$ cat src/rtl/reg_countdown_pkg.sv
// Purpose : shared state encoding and sizing helper for the reg_countdown timer.
// Latency : n/a (declarations only).
// Ports   : none; imported by tick_prescaler and reg_countdown.
package reg_countdown_pkg;

  typedef enum logic [1:0] {
    ST_IDLE   = 2'd0,
    ST_LOADED = 2'd1,
    ST_RUN    = 2'd2,
    ST_DONE   = 2'd3
  } state_t;

  // Prescaler counter width; one spare bit keeps PRESCALE=1 at a legal 1-bit width.
  function automatic int prescale_width(input int prescale);
    return $clog2(prescale) + 1;
  endfunction

endpackage

$ cat src/rtl/reg_countdown_if.sv
// Purpose : load handshake, run control and status bundle of the countdown timer.
// Latency : n/a (wiring only).
// Ports   : master drives load_valid/load_value/start/stop; slave drives load_ready/count/running/tc_pulse/expired.
interface reg_countdown_if #(
  parameter int WIDTH = 16
);

  logic             load_valid;
  logic             load_ready;
  logic [WIDTH-1:0] load_value;
  logic             start;
  logic             stop;
  logic [WIDTH-1:0] count;
  logic             running;
  logic             tc_pulse;
  logic             expired;

  modport master (
    output load_valid, load_value, start, stop,
    input  load_ready, count, running, tc_pulse, expired
  );

  modport slave (
    input  load_valid, load_value, start, stop,
    output load_ready, count, running, tc_pulse, expired
  );

endinterface

$ cat src/rtl/reg_countdown_tick_prescaler.sv
// Purpose : divides clk by PRESCALE while enabled, producing a 1-cycle tick.
// Latency : tick asserts on the PRESCALE-th enabled cycle after a clear.
// Ports   : clk, rst_n, enable (count), clear (synchronous restart, masks tick) -> tick.
module tick_prescaler #(
  parameter int PRESCALE = 10
) (
  input  logic clk,
  input  logic rst_n,
  input  logic enable,
  input  logic clear,
  output logic tick
);

  import reg_countdown_pkg::*;

  localparam int          PW   = prescale_width(PRESCALE);
  localparam logic [PW-1:0] LAST = PW'(PRESCALE - 1);

  logic [PW-1:0] cnt;

  // A clear on the tick edge swallows the tick, so a stop never lands a decrement.
  assign tick = enable && !clear && (cnt == LAST);

  always_ff @(posedge clk or negedge rst_n) begin
    if (!rst_n) begin
      cnt <= '0;
    end else if (clear) begin
      cnt <= '0;
    end else if (enable) begin
      cnt <= (cnt == LAST) ? '0 : cnt + PW'(1);
    end
  end

endmodule

$ cat src/rtl/reg_countdown.sv
// Purpose : loadable down-counting timer with terminal-count pulse, sticky expiry and optional auto-reload.
// Latency : load visible next cycle; first decrement PRESCALE edges after the edge that samples start.
// Ports   : clk, rst_n, bus (slave): load_valid/ready/value, start, stop -> count, running, tc_pulse, expired.
module reg_countdown #(
  parameter int WIDTH       = 16,
  parameter int PRESCALE    = 10,
  parameter int AUTO_RELOAD = 0
) (
  input  logic           clk,
  input  logic           rst_n,
  reg_countdown_if.slave bus
);

  import reg_countdown_pkg::*;

  localparam logic [WIDTH-1:0] ONE = WIDTH'(1);

  state_t           state;
  logic [WIDTH-1:0] count_q;
  logic [WIDTH-1:0] reload_q;
  logic             tc_q;
  logic             expired_q;
  logic             load_acc;
  logic             tick;
  logic             pre_en;
  logic             pre_clr;

  assign load_acc = bus.load_valid && (state != ST_RUN);

  // Prescaler is held at zero outside RUN, so entering RUN always starts a fresh period.
  assign pre_en  = (state == ST_RUN);
  assign pre_clr = (state != ST_RUN) || bus.stop;

  tick_prescaler #(
    .PRESCALE (PRESCALE)
  ) u_prescaler (
    .clk    (clk),
    .rst_n  (rst_n),
    .enable (pre_en),
    .clear  (pre_clr),
    .tick   (tick)
  );

  always_ff @(posedge clk or negedge rst_n) begin
    if (!rst_n) begin
      state     <= ST_IDLE;
      count_q   <= '0;
      reload_q  <= '0;
      tc_q      <= 1'b0;
      expired_q <= 1'b0;
    end else begin
      tc_q <= 1'b0;
      // An accepted load takes priority over a start sampled on the same edge.
      if (load_acc) begin
        count_q   <= bus.load_value;
        reload_q  <= bus.load_value;
        expired_q <= 1'b0;
        state     <= ST_LOADED;
      end else begin
        case (state)
          ST_LOADED: begin
            if (bus.start && !bus.stop && (count_q != '0)) begin
              state <= ST_RUN;
            end
          end
          ST_RUN: begin
            if (bus.stop) begin
              state <= ST_LOADED;
            end else if (tick) begin
              if (count_q > ONE) begin
                count_q <= count_q - ONE;
              end else begin
                // count 1 (or a defensive 0) is terminal; never wrap to all-ones.
                tc_q      <= 1'b1;
                expired_q <= 1'b1;
                if (AUTO_RELOAD != 0) begin
                  count_q <= reload_q;
                end else begin
                  count_q <= '0;
                  state   <= ST_DONE;
                end
              end
            end
          end
          default: ;
        endcase
      end
    end
  end

  assign bus.count      = count_q;
  assign bus.running    = (state == ST_RUN);
  assign bus.load_ready = (state != ST_RUN);
  assign bus.tc_pulse   = tc_q;
  assign bus.expired    = expired_q;

endmodule

$ cat src/flat_wrapper.sv
// flat-port wrapper written by rule: the top's interface ports become plain ports
module reg_countdown_flat import reg_countdown_pkg::*;
#(
  parameter int WIDTH       = 16,
  parameter int PRESCALE    = 10,
  parameter int AUTO_RELOAD = 0
)
  (clk, rst_n, bus_load_valid, bus_load_value, bus_start, bus_stop, bus_load_ready, bus_count, bus_running, bus_tc_pulse, bus_expired);
  reg_countdown_if #(.WIDTH(WIDTH)) bus_i ();
  input  logic clk;
  input  logic rst_n;
  input wire logic [$bits(bus_i.load_valid)-1:0] bus_load_valid;
  input wire logic [$bits(bus_i.load_value)-1:0] bus_load_value;
  input wire logic [$bits(bus_i.start)-1:0] bus_start;
  input wire logic [$bits(bus_i.stop)-1:0] bus_stop;
  output wire logic [$bits(bus_i.load_ready)-1:0] bus_load_ready;
  output wire logic [$bits(bus_i.count)-1:0] bus_count;
  output wire logic [$bits(bus_i.running)-1:0] bus_running;
  output wire logic [$bits(bus_i.tc_pulse)-1:0] bus_tc_pulse;
  output wire logic [$bits(bus_i.expired)-1:0] bus_expired;
  assign bus_i.load_valid = bus_load_valid;
  assign bus_i.load_value = bus_load_value;
  assign bus_i.start = bus_start;
  assign bus_i.stop = bus_stop;
  assign bus_load_ready = bus_i.load_ready;
  assign bus_count = bus_i.count;
  assign bus_running = bus_i.running;
  assign bus_tc_pulse = bus_i.tc_pulse;
  assign bus_expired = bus_i.expired;
  reg_countdown #(.WIDTH(WIDTH), .PRESCALE(PRESCALE), .AUTO_RELOAD(AUTO_RELOAD)) u_core (.clk(clk), .rst_n(rst_n), .bus(bus_i));
endmodule
$ cat config.mk
export PLATFORM = sky130hd
export DESIGN_NAME = reg_countdown_flat
export DESIGN_NICKNAME = d
export VERILOG_FILES = /design/src/rtl/reg_countdown_pkg.sv /design/src/rtl/reg_countdown_if.sv /design/src/rtl/reg_countdown_tick_prescaler.sv /design/src/rtl/reg_countdown.sv /design/src/flat_wrapper.sv
export SDC_FILE = /design/constraint.sdc
export NUM_CORES = 1
export LEC_CHECK = 0
export BUFFER_PORTS_ARGS = -buffer_cell sky130_fd_sc_hd__buf_2
export CELL_PAD_IN_SITES_DETAIL_PLACEMENT = 2
export CELL_PAD_IN_SITES_GLOBAL_PLACEMENT = 2
export CORE_MARGIN = 2
export CORE_UTILIZATION = 33
export DETAILED_ROUTE_END_ITERATION = 8
export PLACE_DENSITY_LB_ADDON = 0.08
export SLEW_MARGIN = 20
export SYNTH_ARGS = -nofsm -noshare
export SYNTH_HDL_FRONTEND = slang
export SYNTH_SLANG_ARGS = --single-unit
$ cat constraint.sdc
create_clock -name clk -period 3.6 [get_ports clk]
set_input_delay 1.08 -clock clk [delete_from_list [all_inputs] [get_ports clk]]
set_output_delay 1.08 -clock clk [all_outputs]
set_load 0.005 [all_outputs]
==> results of run 1 <==
==> flip-flops by register name, indices dropped and copies added, names as in the netlist <==
name	flops
u_core.bus.count	16
u_core.bus.expired	1
u_core.state	2
u_core.u_prescaler.cnt	5
u_core.bus.tc_pulse	1
==> final cells by class <==
type | count | area (um^2)
Timing Repair Buffer | 40 | 200
Inverter | 6 | 22.5
Multi-Input combinational cell | 126 | 817
Tap cell | 52 | 65.1
Clock buffer | 4 | 45.0
Fill cell | 513 | 2580
Sequential cell | 25 | 626
==> synthesized netlist by cell type (2+ instances only) <==
library cell and number:
dfrtp_1 25, nor2_1 21, nand2_1 14, o21ai_0 9
xor2_1 9, ha_1 7, a21oi_1 6, inv_1 6
nand3_1 6, nor3_1 6, o22ai_1 5, xnor2_1 5
a211oi_1 3, a22oi_1 3, nand2b_1 3, nor4_1 3
clkbuf_1 2, or3_1 2, or4_1 2
==> final timing paths <==
kind                                                  startpoint                               endpoint  slack [ns]  depth (start not counted)
hold / removal             u_core.u_prescaler.cnt[0]$_DFFE_PN0P_  u_core.u_prescaler.cnt[0]$_DFFE_PN0P_        0.52                          1
setup / recovery                u_core.bus.count[12]$_DFFE_PN0P_        u_core.bus.count[5]$_DFFE_PN0P_        1.08                          5
hold reg to reg            u_core.u_prescaler.cnt[0]$_DFFE_PN0P_  u_core.u_prescaler.cnt[0]$_DFFE_PN0P_        0.52                          1
min in group asynchronous                                  rst_n        u_core.bus.count[2]$_DFFE_PN0P_        0.81                          1
setup reg to reg                u_core.bus.count[12]$_DFFE_PN0P_        u_core.bus.count[5]$_DFFE_PN0P_        1.08                          5
max in group asynchronous                                  rst_n        u_core.bus.count[0]$_DFFE_PN0P_        2.38                          1
==> metal layers <==
metal	share of wire, %	vias to the layer above	wire (um)
li1	-	659	-
met1	47	677	2130
met2	49	25	2240
met3	3.2	4	147
met4	1.1	0	52
met5	0	-	0
==> power breakdown <==
group          total [mW]  leakage (nW)  internal [mW]  switching [mW]
sequential          0.487         0.307          0.367           0.121
clock               0.176        0.0228         0.0795          0.0968
combinational       0.499         0.440          0.222           0.277
==> cells by family after synthesis <==
logic type / after synthesis / synth area share (%)
simple gates: 67 / 22.7
buf+inv: 11 / 3.60
compound gates: 38 / 17.8
xor+xnor: 14 / 8.19
flops: 25 / 41.8
fa+ha+maj: 7 / 5.85
==> per-stage QoR <==
stage               util (%)  hold WS [ns]
floorplan                  -         0.459
global placement        39.7         0.488
detailed placement      39.7         0.510
CTS                     40.8         0.528
global route            40.8         0.562
finish                  40.8         0.519
==> impl_metrics.env, run 1 <==
export IMPL_outcome="completed"
export IMPL_start_util_pct=34.4
export IMPL_postSynthAreaPerCell_um2=9.24
export IMPL_hold_viol_final=0
export IMPL_syn_cell_area_mm2=0.00150
export IMPL_ctsResizeCount=0
export IMPL_clk_pin_slew_worst_paths_ns=0.10
export IMPL_io_pins=41
export IMPL_dieArea_mm2=0.00509
export IMPL_vias=1365
export IMPL_cp_start_kind="register"
export IMPL_avgViaCountPerCell=5.40
export IMPL_wl_per_cell_um=18.1
export IMPL_antenna_left=0
export IMPL_met1_usage_pct=25.3
export IMPL_cpPeakStageDelay_ns=0.59
export IMPL_tns_ns=0
export IMPL_setup_viol=0
export IMPL_drive_gt1_share_pct=24.9
export IMPL_dr_pass1_iters=4
export IMPL_grt_busiest_layer="met2"
export IMPL_synth_top_area_share_pct=41.8
export IMPL_rsz0062_at_grt="false"
export IMPL_gr_total_overflow=0
export IMPL_synthArstFlopShare_pct=100
export IMPL_critPathRequiredTime_ns=3.77
export IMPL_place_congestion=0.733
export IMPL_drc=0
export IMPL_path_buf_inv=0
export IMPL_max_freq_mhz=397
export IMPL_fin_worst_skew_ns=0.0103
export IMPL_dieWidth_um=71.3
export IMPL_antenna_found_initial=0
export IMPL_layout_common_cells="40 x buf_2, 25 x dfrtp_1, 21 x nor2_1"
export IMPL_cts_sinks=25
export IMPL_slew_headroom_pct=44.8
export IMPL_clk_latency_ns=0.28
export IMPL_p_total_mw=1.16
export IMPL_critPathTopFamily="simple AND/OR/NAND/NOR gates"
export IMPL_slew_violations=0
export IMPL_io_buffers=40
export IMPL_crit_fanout=10
export IMPL_gr_usage_met3_pct=2.25
export IMPL_grt_max_degree=26
export IMPL_worstPathArrival_ns=2.69
export IMPL_core_area_mm2=0.00435
export IMPL_cts_htree_levels=1
export IMPL_cts_tree="yes"
export IMPL_place_hpwl_um=3490
export IMPL_cp_end_kind="register"
export IMPL_synth_fp_nets=190
export IMPL_fin_area_mm2=0.00178
export IMPL_p_per_area_mw_per_mm2=655
export IMPL_finalCritPeriodShare_pct=69.9
export IMPL_path_class="register to register"
export IMPL_ys_types=44
export IMPL_netlist_instances=162
export IMPL_stdcell_count=253
export IMPL_grt_first_pass_wirelength_um=7650
export IMPL_grt_pass1_vias=1518
export IMPL_yosysWarnings=0
export IMPL_cts_path_max_buffers=2
export IMPL_place_area_mm2=0.00173
export IMPL_dp_cells=249
export IMPL_critPathSlowestCell="or4_1"
export IMPL_crit_chain="or4_1, or4_1, o21ai_4, o22ai_2, a221o_1"
export IMPL_syn_to_final_growth_pct=18.6
export IMPL_yosys_area_top_type="dfrtp_1"
export IMPL_die_h_um=71.3
export IMPL_num_rows=24
export IMPL_wl_um=4580
export IMPL_irDropWorstVdd_mv=0.207
export IMPL_maxCapViolCount=0
export IMPL_cts_buffers=3
export IMPL_dpl_worst_slack_ns=0.943
export IMPL_tightest_slew_ns=0.820
export IMPL_cpMostUsedCell="or4_1"
export IMPL_p_leak_nw=0.769
export IMPL_ys_top_cells_by_area="dfrtp_1 42%, ha_1 5.9%, nor2_1 5.3%"
export IMPL_use_met2_pct=32.9
export IMPL_fin_crit_ns=2.52
export IMPL_postCtsSetupBuffers=0
export IMPL_grt_use_total_pct=19.1
export IMPL_synth_seq_cells=25
export IMPL_cts_root_buf="clkbuf_8"
export IMPL_cts_hold_buffers=0
export IMPL_antenna_cells=0
export IMPL_seq_area_frac_synth_pct=41.8
export IMPL_drt_iter0_drc=39
export IMPL_setup_ws_ns=1.08
export IMPL_synth_flop_cell="dfrtp_1"
export IMPL_final_common_cell="buf_2"
export IMPL_hp_class="register to register"
export IMPL_synth_edf_count=0
export IMPL_final_nets=230
(Power assumes the default switching activity.)
==> run 2, diff against run 1 <==
--- a/config.mk
+++ b/config.mk
@@ -9,7 +9,7 @@
 export CELL_PAD_IN_SITES_DETAIL_PLACEMENT = 2
 export CELL_PAD_IN_SITES_GLOBAL_PLACEMENT = 2
 export CORE_MARGIN = 2
-export CORE_UTILIZATION = 33
+export CORE_UTILIZATION = 28
 export DETAILED_ROUTE_END_ITERATION = 8
 export PLACE_DENSITY_LB_ADDON = 0.08
 export SLEW_MARGIN = 20
==> constraint.sdc (replaced) <==
create_clock -name clk -period 2.1 [get_ports clk]
set_input_delay 0.63 -clock clk [delete_from_list [all_inputs] [get_ports clk]]
set_output_delay 0.63 -clock clk [all_outputs]
set_load 0.005 [all_outputs]
==> run 2 against run 1 <==
Against the previous run: via count rose by 12%; combinational power rose to 2.6 times the previous value; largest cell class unchanged; fmax up 19%; critical endpoint unchanged; non-clock buffer count grew 31; sequential share of layout area down 6.5 points; the run now ends with setup timing left; die area rose by 17%.
==> impl_metrics.env, run 2 (synthesized netlist as in run 1, its figures left out) <==
export IMPL_place_congestion=0.796
export IMPL_outcome="finished, violations left"
export IMPL_cts_root_buf="clkbuf_8"
export IMPL_p_clk_share_pct=12.9
export IMPL_cts_buffers=3
export IMPL_clk_latency_ns=0.28
export IMPL_stdcell_count=302
export IMPL_die_h_um=77.1
export IMPL_drive_gt1_share_pct=44.4
export IMPL_syn_to_final_growth_pct=45.5
export IMPL_antenna_left=0
export IMPL_fin_crit_ns=2.12
export IMPL_rsz0062_at_grt="true"
export IMPL_wl_um=5630
export IMPL_num_fill_cells=610
export IMPL_place_hpwl_um=4220
export IMPL_start_util_pct=29.1
export IMPL_finalCritPeriodShare_pct=101
export IMPL_hold_viol_final=0
export IMPL_hp_class="input port to async pin"
export IMPL_worstPathArrival_ns=2.28
export IMPL_antenna_found_initial=0
export IMPL_crit_chain="or4_4, or4_4, o21ai_4, o22ai_2, a221o_1"
export IMPL_slew_headroom_pct=58.2
export IMPL_final_common_cell="buf_2"
export IMPL_num_rows=26
export IMPL_dp_cells=293
export IMPL_drt_iter0_drc=70
export IMPL_io_buffers=40
export IMPL_antenna_cells=0
export IMPL_combPwrFrac_pct=55.2
export IMPL_final_nets=261
export IMPL_irDropWorstVdd_mv=0.326
export IMPL_maxCapViolCount=0
export IMPL_reg2reg_depth=5
export IMPL_setup_viol=1
export IMPL_wl_per_cell_um=18.6
export IMPL_cpPeakStageDelay_ns=0.54
export IMPL_setup_ws_ns=-0.0189
export IMPL_multi_input_area_um2=937
export IMPL_critPathRequiredTime_ns=2.26
export IMPL_finish_utilization_pct=42.4
export IMPL_cts_tree="yes"
export IMPL_max_freq_mhz=472
export IMPL_power_frac_seq_pct=31.9
export IMPL_cts_path_max_buffers=2
export IMPL_cpMostUsedCell="or4_4"
export IMPL_p_sw_share_pct=42.1
export IMPL_clk_pin_slew_worst_paths_ns=0.10
export IMPL_dr_pass1_iters=4
export IMPL_vias=1529
export IMPL_tightest_slew_ns=0.627
export IMPL_grt_use_total_pct=19.9
export IMPL_slew_violations=0
export IMPL_fin_worst_skew_ns=0.00607
export IMPL_layout_common_cells="40 x buf_2, 25 x dfrtp_1, 24 x buf_4"
export IMPL_cp_start_kind="register"
export IMPL_grt_max_degree=26
export IMPL_p_per_area_mw_per_mm2=1100
export IMPL_crit_fanout=4
export IMPL_dieWidth_um=77.1
export IMPL_gr_total_overflow=0
export IMPL_io_pins=41
export IMPL_p_int_mw=1.38
export IMPL_grt_pass1_vias=1769
export IMPL_path_class="register to register"
export IMPL_critPathSlowestCell="or4_4"
export IMPL_core_area_mm2=0.00514
export IMPL_avgViaCountPerCell=5.06
export IMPL_cts_htree_levels=1
export IMPL_cp_end_kind="register"
export IMPL_seq_area_um2=626
export IMPL_switchingPower_mw=1.01
export IMPL_drc=0
export IMPL_violations="setup timing"
export IMPL_grt_first_pass_wirelength_um=9350
export IMPL_dieArea_mm2=0.00595
export IMPL_largest_reg_flops=16
export IMPL_p_total_mw=2.39
export IMPL_p_leak_nw=0.955
export IMPL_cts_sinks=25
run 2: changes by cell type in the layout (fill, tap and decap cells not counted), moves of 3 or more:
cell	previous run	this run
buf_4	0	24
o21ai_0	9	2
o21ai_2	0	4
buf_6	0	7
o22ai_1	5	1
o21ai_1	1	4
o22ai_2	1	5
run 2: path summary, 6_finish.rpt:
kind                                                        from                          endpoint  slack, ns
worst max-delay path            u_core.bus.count[11]$_DFFE_PN0P_   u_core.bus.count[5]$_DFFE_PN0P_      -0.02
worst min-delay path                                       rst_n   u_core.bus.count[3]$_DFFE_PN0P_       0.35
worst max register to register  u_core.bus.count[11]$_DFFE_PN0P_   u_core.bus.count[5]$_DFFE_PN0P_      -0.02
worst min register to register    u_core.bus.expired$_DFFE_PN0P_    u_core.bus.expired$_DFFE_PN0P_       0.51
max in group asynchronous                                  rst_n  u_core.bus.count[11]$_DFFE_PN0P_       1.33
min in group clk                  u_core.bus.expired$_DFFE_PN0P_    u_core.bus.expired$_DFFE_PN0P_       0.51
run 2: layer usage:
metal  part of all wire, %  GRT usage, %  vias to the layer above
met1                    45          25.5                      767
met4                   1.5          5.89                        0
li1                      -             -                      722
met3                   2.7          2.35                        8
met5                     0             0                        -
met2                    51          35.1                       32
run 2: power by group through the flow:
stage,combinational [mW],sequential (mW),clock (mW)
finish,1.32,0.762,0.309
global route,1.48,0.785,0.335
CTS,1.24,0.750,0.315
detailed placement,1.19,0.756,0
global placement,1.13,0.745,0
floorplan,0.546,0.809,0
run 2: layout make-up:
type,count,area share (%)
clock buffers,4,2.07
multi-input cells,126,43.0
well taps,70,4.02
repair buffers,71,21.1
flip-flops and latches,25,28.7
inverters,6,1.03
run 2: what timing repair did:
item                                   4_1_cts  5_1_grt
buffers inserted                             3        2
setup endpoints to repair                   19       19
endpoints found under the hold margin        0        0
gates resized for setup                     13       25
pin swaps                                    5        6
hold buffers                                 0        0
run 2: stage by stage:
| stage | hold slack [ns] | instance area, um^2 | setup WS [ns] | setup TNS, ns |
|---|---|---|---|---|
| floorplan | 0.334 | 1500 | -0.0844 | -0.156 |
| global placement | 0.473 | 1950 | -0.0642 | -0.285 |
| detailed placement | 0.491 | 1950 | -0.145 | -1.16 |
| CTS | 0.380 | 2070 | -0.0501 | -0.123 |
| global route | 0.390 | 2180 | -0.0941 | -0.468 |
| finish | 0.354 | 2180 | -0.0189 | -0.0189 |
run 2: critical path: cells and delay by family (launching register included):
family,cells,cell delay [ns]
compound gates,3,0.60
flops,1,0.39
simple gates,2,1.02
